--- src/rtl/pc_sequencer_pkg.sv ---
// Shared types and helpers for the fetch-stage program counter.
package pc_sequencer_pkg;

  localparam int unsigned DEFAULT_XLEN = 32;

  // Source that wins the next-pc selection, highest priority first.
  typedef enum logic [2:0] {
    SRC_TRAP,
    SRC_HOLD,
    SRC_RET,
    SRC_JUMP,
    SRC_BR,
    SRC_SEQ
  } src_t;

  // Mask of the address bits that must be zero for an instruction of the given size.
  function automatic logic [63:0] align_mask(input int unsigned instr_bytes);
    return 64'(instr_bytes - 1);
  endfunction

endpackage

--- src/rtl/pc_sequencer_if.sv ---
// Redirect inputs and pc/status outputs between decode/execute and the pc sequencer.
interface pc_sequencer_if #(
  parameter int unsigned XLEN = 32
);
  logic            stall;
  logic            branch;
  logic            branch_cond;
  logic [XLEN-1:0] branch_target;
  logic            jump;
  logic            link;
  logic [XLEN-1:0] jump_target;
  logic            ret;
  logic            trap;
  logic [XLEN-1:0] pc;
  logic [XLEN-1:0] pc_plus;
  logic [XLEN-1:0] epc;
  logic            ras_empty;
  logic            ras_overflow;
  logic            ras_underflow;
  logic            misaligned;

  modport master (
    output stall, branch, branch_cond, branch_target, jump, link, jump_target, ret, trap,
    input  pc, pc_plus, epc, ras_empty, ras_overflow, ras_underflow, misaligned
  );

  modport slave (
    input  stall, branch, branch_cond, branch_target, jump, link, jump_target, ret, trap,
    output pc, pc_plus, epc, ras_empty, ras_overflow, ras_underflow, misaligned
  );
endinterface

--- src/rtl/pc_sequencer_return_stack.sv ---
// Circular return-address stack: a full push overwrites the oldest entry.
module return_stack
  import pc_sequencer_pkg::*;
#(
  parameter int unsigned XLEN      = DEFAULT_XLEN,
  parameter int unsigned RAS_DEPTH = 4
) (
  input  logic            clk,
  input  logic            rst,
  input  logic            push,
  input  logic            pop,
  input  logic [XLEN-1:0] data_in,
  output logic [XLEN-1:0] top,
  output logic            empty,
  output logic            full,
  output logic            overflow
);
  localparam int unsigned PTR_W = (RAS_DEPTH > 1) ? $clog2(RAS_DEPTH) : 1;

  logic [XLEN-1:0]  mem [RAS_DEPTH];
  logic [PTR_W-1:0] ptr;
  logic [PTR_W:0]   count;

  assign top   = mem[ptr];
  assign empty = (count == '0);
  assign full  = (count == (PTR_W + 1)'(RAS_DEPTH));

  // Pointer, occupancy and sticky overflow; wrapping ptr lands on the oldest slot when full.
  always_ff @(posedge clk) begin
    if (rst) begin
      ptr      <= '0;
      count    <= '0;
      overflow <= 1'b0;
    end else if (push) begin
      ptr <= ptr + 1'b1;
      if (full) overflow <= 1'b1;
      else      count    <= count + 1'b1;
    end else if (pop && !empty) begin
      ptr   <= ptr - 1'b1;
      count <= count - 1'b1;
    end
  end

  // Entry storage, written at the slot above the current top.
  always_ff @(posedge clk) begin
    if (!rst && push) mem[ptr + 1'b1] <= data_in;
  end

endmodule

--- src/rtl/pc_sequencer.sv ---
// Fetch-stage program counter with prioritised redirects and a return-address stack.
module pc_sequencer
  import pc_sequencer_pkg::*;
#(
  parameter int unsigned     XLEN         = DEFAULT_XLEN,
  parameter int unsigned     INSTR_BYTES  = 4,
  parameter logic [XLEN-1:0] RESET_VECTOR = XLEN'(32'h0000_0000),
  parameter logic [XLEN-1:0] TRAP_VECTOR  = XLEN'(32'h0000_0080),
  parameter int unsigned     RAS_DEPTH    = 4
) (
  input  logic           clk,
  input  logic           rst,
  pc_sequencer_if.slave  bus
);
  localparam logic [XLEN-1:0] INC      = XLEN'(INSTR_BYTES);
  localparam logic [XLEN-1:0] LOW_MASK = XLEN'(align_mask(INSTR_BYTES));

  src_t            src;
  logic [XLEN-1:0] pc_q, epc_q, pc_plus, pc_next, epc_next, ras_top;
  logic            underflow_q, misaligned_q, underflow_next, misaligned_next;
  logic            push, pop, ras_empty, ras_overflow, ras_full_unused;

  assign pc_plus = pc_q + INC;

  return_stack #(
    .XLEN      (XLEN),
    .RAS_DEPTH (RAS_DEPTH)
  ) u_ras (
    .clk      (clk),
    .rst      (rst),
    .push     (push),
    .pop      (pop),
    .data_in  (pc_plus),
    .top      (ras_top),
    .empty    (ras_empty),
    .full     (ras_full_unused),
    .overflow (ras_overflow)
  );

  // Pick the single redirect source that acts this cycle.
  always_comb begin
    src = SRC_SEQ;
    if      (bus.trap)                      src = SRC_TRAP;
    else if (bus.stall)                     src = SRC_HOLD;
    else if (bus.ret)                       src = SRC_RET;
    else if (bus.jump)                      src = SRC_JUMP;
    else if (bus.branch && bus.branch_cond) src = SRC_BR;
  end

  // Next pc/epc, stack control and pulse flags for the selected source only.
  always_comb begin
    pc_next         = pc_plus;
    epc_next        = epc_q;
    push            = 1'b0;
    pop             = 1'b0;
    underflow_next  = 1'b0;
    misaligned_next = 1'b0;
    case (src)
      SRC_TRAP: begin
        pc_next  = TRAP_VECTOR;
        epc_next = pc_q;
      end
      SRC_HOLD: pc_next = pc_q;
      SRC_RET: begin
        if (!ras_empty) begin
          pc_next = ras_top;
          pop     = 1'b1;
        end else begin
          underflow_next = 1'b1;
        end
      end
      SRC_JUMP: begin
        pc_next         = bus.jump_target & ~LOW_MASK;
        push            = bus.link;
        misaligned_next = |(bus.jump_target & LOW_MASK);
      end
      SRC_BR: begin
        pc_next         = bus.branch_target & ~LOW_MASK;
        misaligned_next = |(bus.branch_target & LOW_MASK);
      end
      default: ;
    endcase
  end

  // Architectural pc/epc and one-cycle status pulses.
  always_ff @(posedge clk) begin
    if (rst) begin
      pc_q         <= RESET_VECTOR;
      epc_q        <= '0;
      underflow_q  <= 1'b0;
      misaligned_q <= 1'b0;
    end else begin
      pc_q         <= pc_next;
      epc_q        <= epc_next;
      underflow_q  <= underflow_next;
      misaligned_q <= misaligned_next;
    end
  end

  assign bus.pc            = pc_q;
  assign bus.pc_plus       = pc_plus;
  assign bus.epc           = epc_q;
  assign bus.ras_empty     = ras_empty;
  assign bus.ras_overflow  = ras_overflow;
  assign bus.ras_underflow = underflow_q;
  assign bus.misaligned    = misaligned_q;

endmodule
--- src/flat_wrapper.sv ---
// flat-port wrapper written by rule: the top's interface ports become plain ports
module pc_sequencer_flat import pc_sequencer_pkg::*;
#(
  parameter int unsigned     XLEN         = DEFAULT_XLEN,
  parameter int unsigned     INSTR_BYTES  = 4,
  parameter logic [XLEN-1:0] RESET_VECTOR = XLEN'(32'h0000_0000),
  parameter logic [XLEN-1:0] TRAP_VECTOR  = XLEN'(32'h0000_0080),
  parameter int unsigned     RAS_DEPTH    = 4
)
  (clk, rst, bus_stall, bus_branch, bus_branch_cond, bus_branch_target, bus_jump, bus_link, bus_jump_target, bus_ret, bus_trap, bus_pc, bus_pc_plus, bus_epc, bus_ras_empty, bus_ras_overflow, bus_ras_underflow, bus_misaligned);
  pc_sequencer_if #(.XLEN(XLEN)) bus_i ();
  input  logic clk;
  input  logic rst;
  input wire logic [$bits(bus_i.stall)-1:0] bus_stall;
  input wire logic [$bits(bus_i.branch)-1:0] bus_branch;
  input wire logic [$bits(bus_i.branch_cond)-1:0] bus_branch_cond;
  input wire logic [$bits(bus_i.branch_target)-1:0] bus_branch_target;
  input wire logic [$bits(bus_i.jump)-1:0] bus_jump;
  input wire logic [$bits(bus_i.link)-1:0] bus_link;
  input wire logic [$bits(bus_i.jump_target)-1:0] bus_jump_target;
  input wire logic [$bits(bus_i.ret)-1:0] bus_ret;
  input wire logic [$bits(bus_i.trap)-1:0] bus_trap;
  output wire logic [$bits(bus_i.pc)-1:0] bus_pc;
  output wire logic [$bits(bus_i.pc_plus)-1:0] bus_pc_plus;
  output wire logic [$bits(bus_i.epc)-1:0] bus_epc;
  output wire logic [$bits(bus_i.ras_empty)-1:0] bus_ras_empty;
  output wire logic [$bits(bus_i.ras_overflow)-1:0] bus_ras_overflow;
  output wire logic [$bits(bus_i.ras_underflow)-1:0] bus_ras_underflow;
  output wire logic [$bits(bus_i.misaligned)-1:0] bus_misaligned;
  assign bus_i.stall = bus_stall;
  assign bus_i.branch = bus_branch;
  assign bus_i.branch_cond = bus_branch_cond;
  assign bus_i.branch_target = bus_branch_target;
  assign bus_i.jump = bus_jump;
  assign bus_i.link = bus_link;
  assign bus_i.jump_target = bus_jump_target;
  assign bus_i.ret = bus_ret;
  assign bus_i.trap = bus_trap;
  assign bus_pc = bus_i.pc;
  assign bus_pc_plus = bus_i.pc_plus;
  assign bus_epc = bus_i.epc;
  assign bus_ras_empty = bus_i.ras_empty;
  assign bus_ras_overflow = bus_i.ras_overflow;
  assign bus_ras_underflow = bus_i.ras_underflow;
  assign bus_misaligned = bus_i.misaligned;
  pc_sequencer #(.XLEN(XLEN), .INSTR_BYTES(INSTR_BYTES), .RESET_VECTOR(RESET_VECTOR), .TRAP_VECTOR(TRAP_VECTOR), .RAS_DEPTH(RAS_DEPTH)) u_core (.clk(clk), .rst(rst), .bus(bus_i));
endmodule
--- config.mk ---
export PLATFORM = sky130hd
export DESIGN_NAME = pc_sequencer_flat
export DESIGN_NICKNAME = d
export VERILOG_FILES = /design/src/rtl/pc_sequencer_pkg.sv /design/src/rtl/pc_sequencer_if.sv /design/src/rtl/pc_sequencer_return_stack.sv /design/src/rtl/pc_sequencer.sv /design/src/flat_wrapper.sv
export SDC_FILE = /design/constraint.sdc
export NUM_CORES = 1
export LEC_CHECK = 0
export CORE_ASPECT_RATIO = 1.75
export CORE_MARGIN = 2
export CORE_UTILIZATION = 49
export DETAILED_ROUTE_END_ITERATION = 10
export PLACE_DENSITY = 0.75
export SYNTH_ARGS = -nofsm -noshare
export SYNTH_HDL_FRONTEND = slang
export SYNTH_HIERARCHICAL = 1
export SYNTH_SLANG_ARGS = --single-unit
--- constraint.sdc ---
create_clock -name clk -period 4.4 [get_ports clk]
set_clock_uncertainty 0.15 [all_clocks]
set_input_delay 0.88 -clock clk [delete_from_list [all_inputs] [get_ports clk]]
set_output_delay 0.88 -clock clk [all_outputs]
set_load 0.01 [all_outputs]
# [Word level (Yosys, flattened, before mapping)]
# Memory sizes are Yosys's and may differ from the RTL's. A register that Yosys moved wholly into a read port is not among the register bits.
# Cells that the tools add are included.
[word_totals] regBits=72 mem_bits_rw=128 in_bits=73 out_inout_bits=100 word_cells=54 memories=1
[memory_table] memory="u_core.u_ras.mem" words=4 word_bits=32 rd=1 rd_clocked_by_memory_dff=1 wr=1 line="pc_sequencer_return_stack.sv:20" text="logic [XLEN-1:0] mem [RAS_DEPTH];"
[classes] add_sub_neg=5 eq_ne=6 mux=21 n_bitwise=1 n_reduce_logical=13
[ops] operator="one-hot mux 32 bit (5 select lines)" count=1
[ops] operator="adder 32 x 3 -> 32 bit, second input constant" count=1
[ops] operator="two-way mux 32 bit" count=1
[ops] operator="two-way mux 3 bit" count=7
[ops] operator="two-way mux 2 bit" count=4
[ops] operator="two-way mux 1 bit" count=7
[ops] operator="equality test 3 x 2 -> 1 bit, second input constant" count=2
[ops] operator="equality test 3 bit, second input constant" count=2
[ops] operator="zero test 3 bit" count=2
[ops] operator="OR reduction 2 bit" count=3
[ops] operator="AND reduction 2 bit" count=2
[ops] operator="adder 3 x 1 -> 3 bit, second input constant" count=1
[ops] operator="equality test 3 x 1 -> 1 bit, second input constant" count=1
[ops] operator="logical AND 1 bit" count=3
[ops] operator="subtractor 3 x 1 -> 3 bit, second input constant" count=1
[ops] operator="adder 2 x 1 -> 2 bit, second input constant" count=1
[ops] operator="zero test 1 bit" count=2
[ops] operator="!= test 2 bit, second input constant" count=1
[ops] operator="one-hot mux 1 bit (2 select lines)" count=1
[ops] operator="nonzero test 2 bit" count=1
[ops] operator="subtractor 2 x 1 -> 2 bit, second input constant" count=1
[ops] operator="NOT 1 bit" count=1

# [Longest topological paths before layout]
[depth] ltp_word=13 depth_mapped=12 mapped_depth_nobuf=8

# [Cells and area by module]
# The synthesis kept the hierarchy.
[modules_own_cells] module="return_stack" instances=1 cells_per_inst=221 area_each_um2=5064.9 seq_area_each_um2=4003.8
[modules_own_cells] module="pc_sequencer" instances=1 cells_per_inst=493 area_each_um2=4026.4 seq_area_each_um2=1321.3

# [Worst setup path before layout]
# No wires, ideal clock.
[synth_timing] kind="input to register" from="input port bus_stall" to="memory u_core.u_ras.mem[0][0] (enable)" setup_time_ps=392 arrival_ps=3086 required_ps=3858 setup_slack_ps=772 path_stages=8 path_buffers=4 path_cell_list="buf_2 -> or2_2 -> nor2b_1 -> buf_2 -> buf_2 -> and2_1 -> buf_2 -> and3_1"
[synth_between] elab_chain_len=7
[synth_lines] element="from (decl)" line="flat_wrapper.sv:14" text="input wire logic [$bits(bus_i.stall)-1:0] bus_stall;"
[synth_lines] element="two-way mux 3 bit" line="pc_sequencer.sv:44" text="else if (bus.stall) src = SRC_HOLD;"
[synth_lines] element="two-way mux 3 bit" line="pc_sequencer.sv:43" text="if (bus.trap) src = SRC_TRAP;"
[synth_lines] element="equality test 3 x 2 -> 1 bit" line="pc_sequencer.sv:58" text="case (src)"
[synth_lines] element="two-way mux 1 bit" line="pc_sequencer.sv:58"
[synth_lines] element="named net u_core.push" line="pc_sequencer.sv:21" text="logic push, pop, ras_empty, ras_overflow, ras_full_unused;"
[synth_lines] element="logical AND 1 bit" line="pc_sequencer_return_stack.sv:46" text="if (!rst && push) mem[ptr + 1'b1] <= data_in;"
[synth_lines] element="two-way mux 1 bit" line="pc_sequencer_return_stack.sv:46"
[synth_lines] element="two-way mux 1 bit (not written as such)" line="pc_sequencer_return_stack.sv:46"
[synth_lines] element="to (decl)" line="pc_sequencer_return_stack.sv:20"
# The timed path passes the listed nets, and every way through them passes these cells.

# [Worst setup path after layout]
[layout_timing] from="register u_core.pc_q[7], in the netlist u_core/bus.pc[7]" to="output port bus_pc_plus[29]"
[layout_between] elab_chain_len=1
[layout_lines] element="from (decl)" line="pc_sequencer.sv:19" text="logic [XLEN-1:0] pc_q, epc_q, pc_plus, pc_next, epc_next, ras_top;"
[layout_lines] element="from (signal assigned)" line="pc_sequencer.sv:93" text="pc_q <= pc_next;"
[layout_lines] element="adder 32 x 3 -> 32 bit" line="pc_sequencer.sv:23" text="assign pc_plus = pc_q + INC;"
[layout_lines] element="to (decl)" line="flat_wrapper.sv:24" text="output wire logic [$bits(bus_i.pc_plus)-1:0] bus_pc_plus;"
# Every way passes these cells.

==> metrics.csv <==
metric,value,unit
FILL cells,1351,
Slew HR,33.8,%
core area,18100,um^2
sum of negative setup slack,0,ps
highest clock rate,236,MHz
period utilization,96.1,%
flop-to-flop setup slack,1450,ps
PortBufs,172,
worst-case reg-to-reg path depth,6,
DP Area,11000,um^2
RSZ-0062 raised after global routing,false,
Syn Area/Cell,12.7,um^2
startpoint types,flop,
Layout Cells excl Fill,1116,
Max Cap Violations,0,
Final Instance Area,11800,um^2
tightest hold margin,351,ps
antenna violations before repair,0,
largest net degree at the start of global routing,46,
most crowded layer after global routing,met2,
HPWL after DPL,18600,um
H-Tree Depth,1,
Hold WC Path Type,reg2reg,
GP Congestion,0.871,
max-slew violations,0,
cell count after placement,1082,
Critical Path RT,3370,ps
routed wire length,27500,um
GR Util met1,31.6,%
GRT met3 Usage,3.71,%
via count,7043,
Vias/cell,6.31,
Leakage,4.08,nW
row count,65,
syn nets,792,
mapped cell area,9080,um^2
1st-pass router iterations,8,
Iter 0 DRT Violations,592,
Clock Tree Buf Depth,3,
Final ANT Viol Nets,0,
die width,107,um
Finish-stage setup viols,0,
vias in the first global route,7313,
final hold viol count,0,
Syn Inst Count,713,
Post-CTS Resized,0,
Worst Path Max Fanout,13,
slew at the pin closest to its max-slew limit,993,ps
worst hold path endpoint,u_core/bus.epc[20]$_SDFFE_PP0N_,
Ys Warns,6,
Crit. End Element,output pin,
met2 Use GR,49.2,%
first-pass GRT wire length,41100,um
GR Overflow Total,0,
nets,948,
die area,19700,um^2
clock root buffer master,clkbuf_16,
WL/cell,24.7,um
Reg area,5330,um^2
post-route core utilization,65.0,%
share of post-route cells with drive strength above 1,12.6,%
hold wc startpoint,u_core/bus.epc[20]$_SDFFE_PP0N_,
minimum clock period after layout,4230,ps
reg-to-reg endpoint,u_core/bus.pc[7]$_SDFFE_PP0P_,
critical path arrival,3200,ps
CTS tree,yes,
Post-CTS Setup Bufs,0,
hold_buf cts,0,
clk slew on worst S/H paths,70,ps
maximum vdd drop,0.306,mV
cts bufs inserted,19,
Area Growth Syn to Fin,29.8,%
"leading cell type in the layout, fill and taps excluded",clkdlybuf4s50_1,
hold path cells,2,
Antenna diodes,0,
Pwr per Cell Area,370,nW/um^2
initial core utilization,50.1,%
most frequent cells in the layout,"clkdlybuf4s50_1 (170), edfxtp_1 (128), dfxtp_1 (72)",
worst skew pair latency,490,ps
ports placed on the boundary,173,
total track usage,27.6,%
TritonCTS Sinks,202,
Residual DRC,0,
status,finished clean,
multi-input logic area,3450,um^2
height of the die,184,um
kind of critical path,reg2out,
## where the power goes
part / internal [W] / total [W] / switching [W]
sequential: 0.00203 / 0.00206 / 0.0000352
combinational: 0.000174 / 0.000346 / 0.000172
clock: 0.00125 / 0.00195 / 0.000695
## worst max-delay path: stages (launching register included)
cell and delay [ps]:
dfxtp_1 540, and4_1 320, and4_1 470, and2_1 320, nand2_1 100, xnor2_1 320
clkdlybuf4s50_1 630
## metal layers
layer  part of all wire [%]  wire, um
met4                    5.5      1510
met3                    8.2      2260
met2                     52     14400
met5                      0         0
met1                     34      9370
## flip-flops by register name, indices dropped and copies added (netlist names), named ones only
signal                    cells
u_core/bus.pc                32
u_core/u_ras/ptr              2
u_core/u_ras/count            3
u_core/u_ras/overflow         1
u_core/bus.epc               32
u_core/bus.misaligned         1
u_core/u_ras/mem            128
u_core/bus.ras_underflow      1
## worst max-delay path by stage
stage,from,end,slack (ps),depth (start not counted)
global placement,u_core/bus.pc[2]$_SDFFE_PP0P_,bus_pc_plus[28],700,6
detailed placement,u_core/bus.pc[3]$_SDFFE_PP0P_,bus_pc_plus[28],600,6
CTS,u_core/bus.pc[3]$_SDFFE_PP0P_,bus_pc_plus[28],90,6
finish,u_core/bus.pc[7]$_SDFFE_PP0P_,bus_pc_plus[29],170,6
floorplan,bus_stall,u_core/u_ras/mem[0][0]$_DFFE_PP_,770,8
global route,u_core/bus.pc[4]$_SDFFE_PP0P_,bus_pc_plus[17],2,5
## per-stage QoR
stage	power, W	worst slack, ps
after floorplan	0.00225	772
after global placement	0.00243	696
after detailed placement	0.00244	604
after CTS	0.00438	92.7
after global routing	0.00447	2.32
final	0.00436	170
## area by class of cell
class / instances / area share, %
clock buffers: 22 / 4.38
clock inverters: 12 / 2.02
inverters: 17 / 0.541
repair buffers: 195 / 16.2
well taps: 234 / 2.48
multi-input cells: 434 / 29.2
flip-flops and latches: 202 / 45.2
Power figures use the tool's default switching activity.
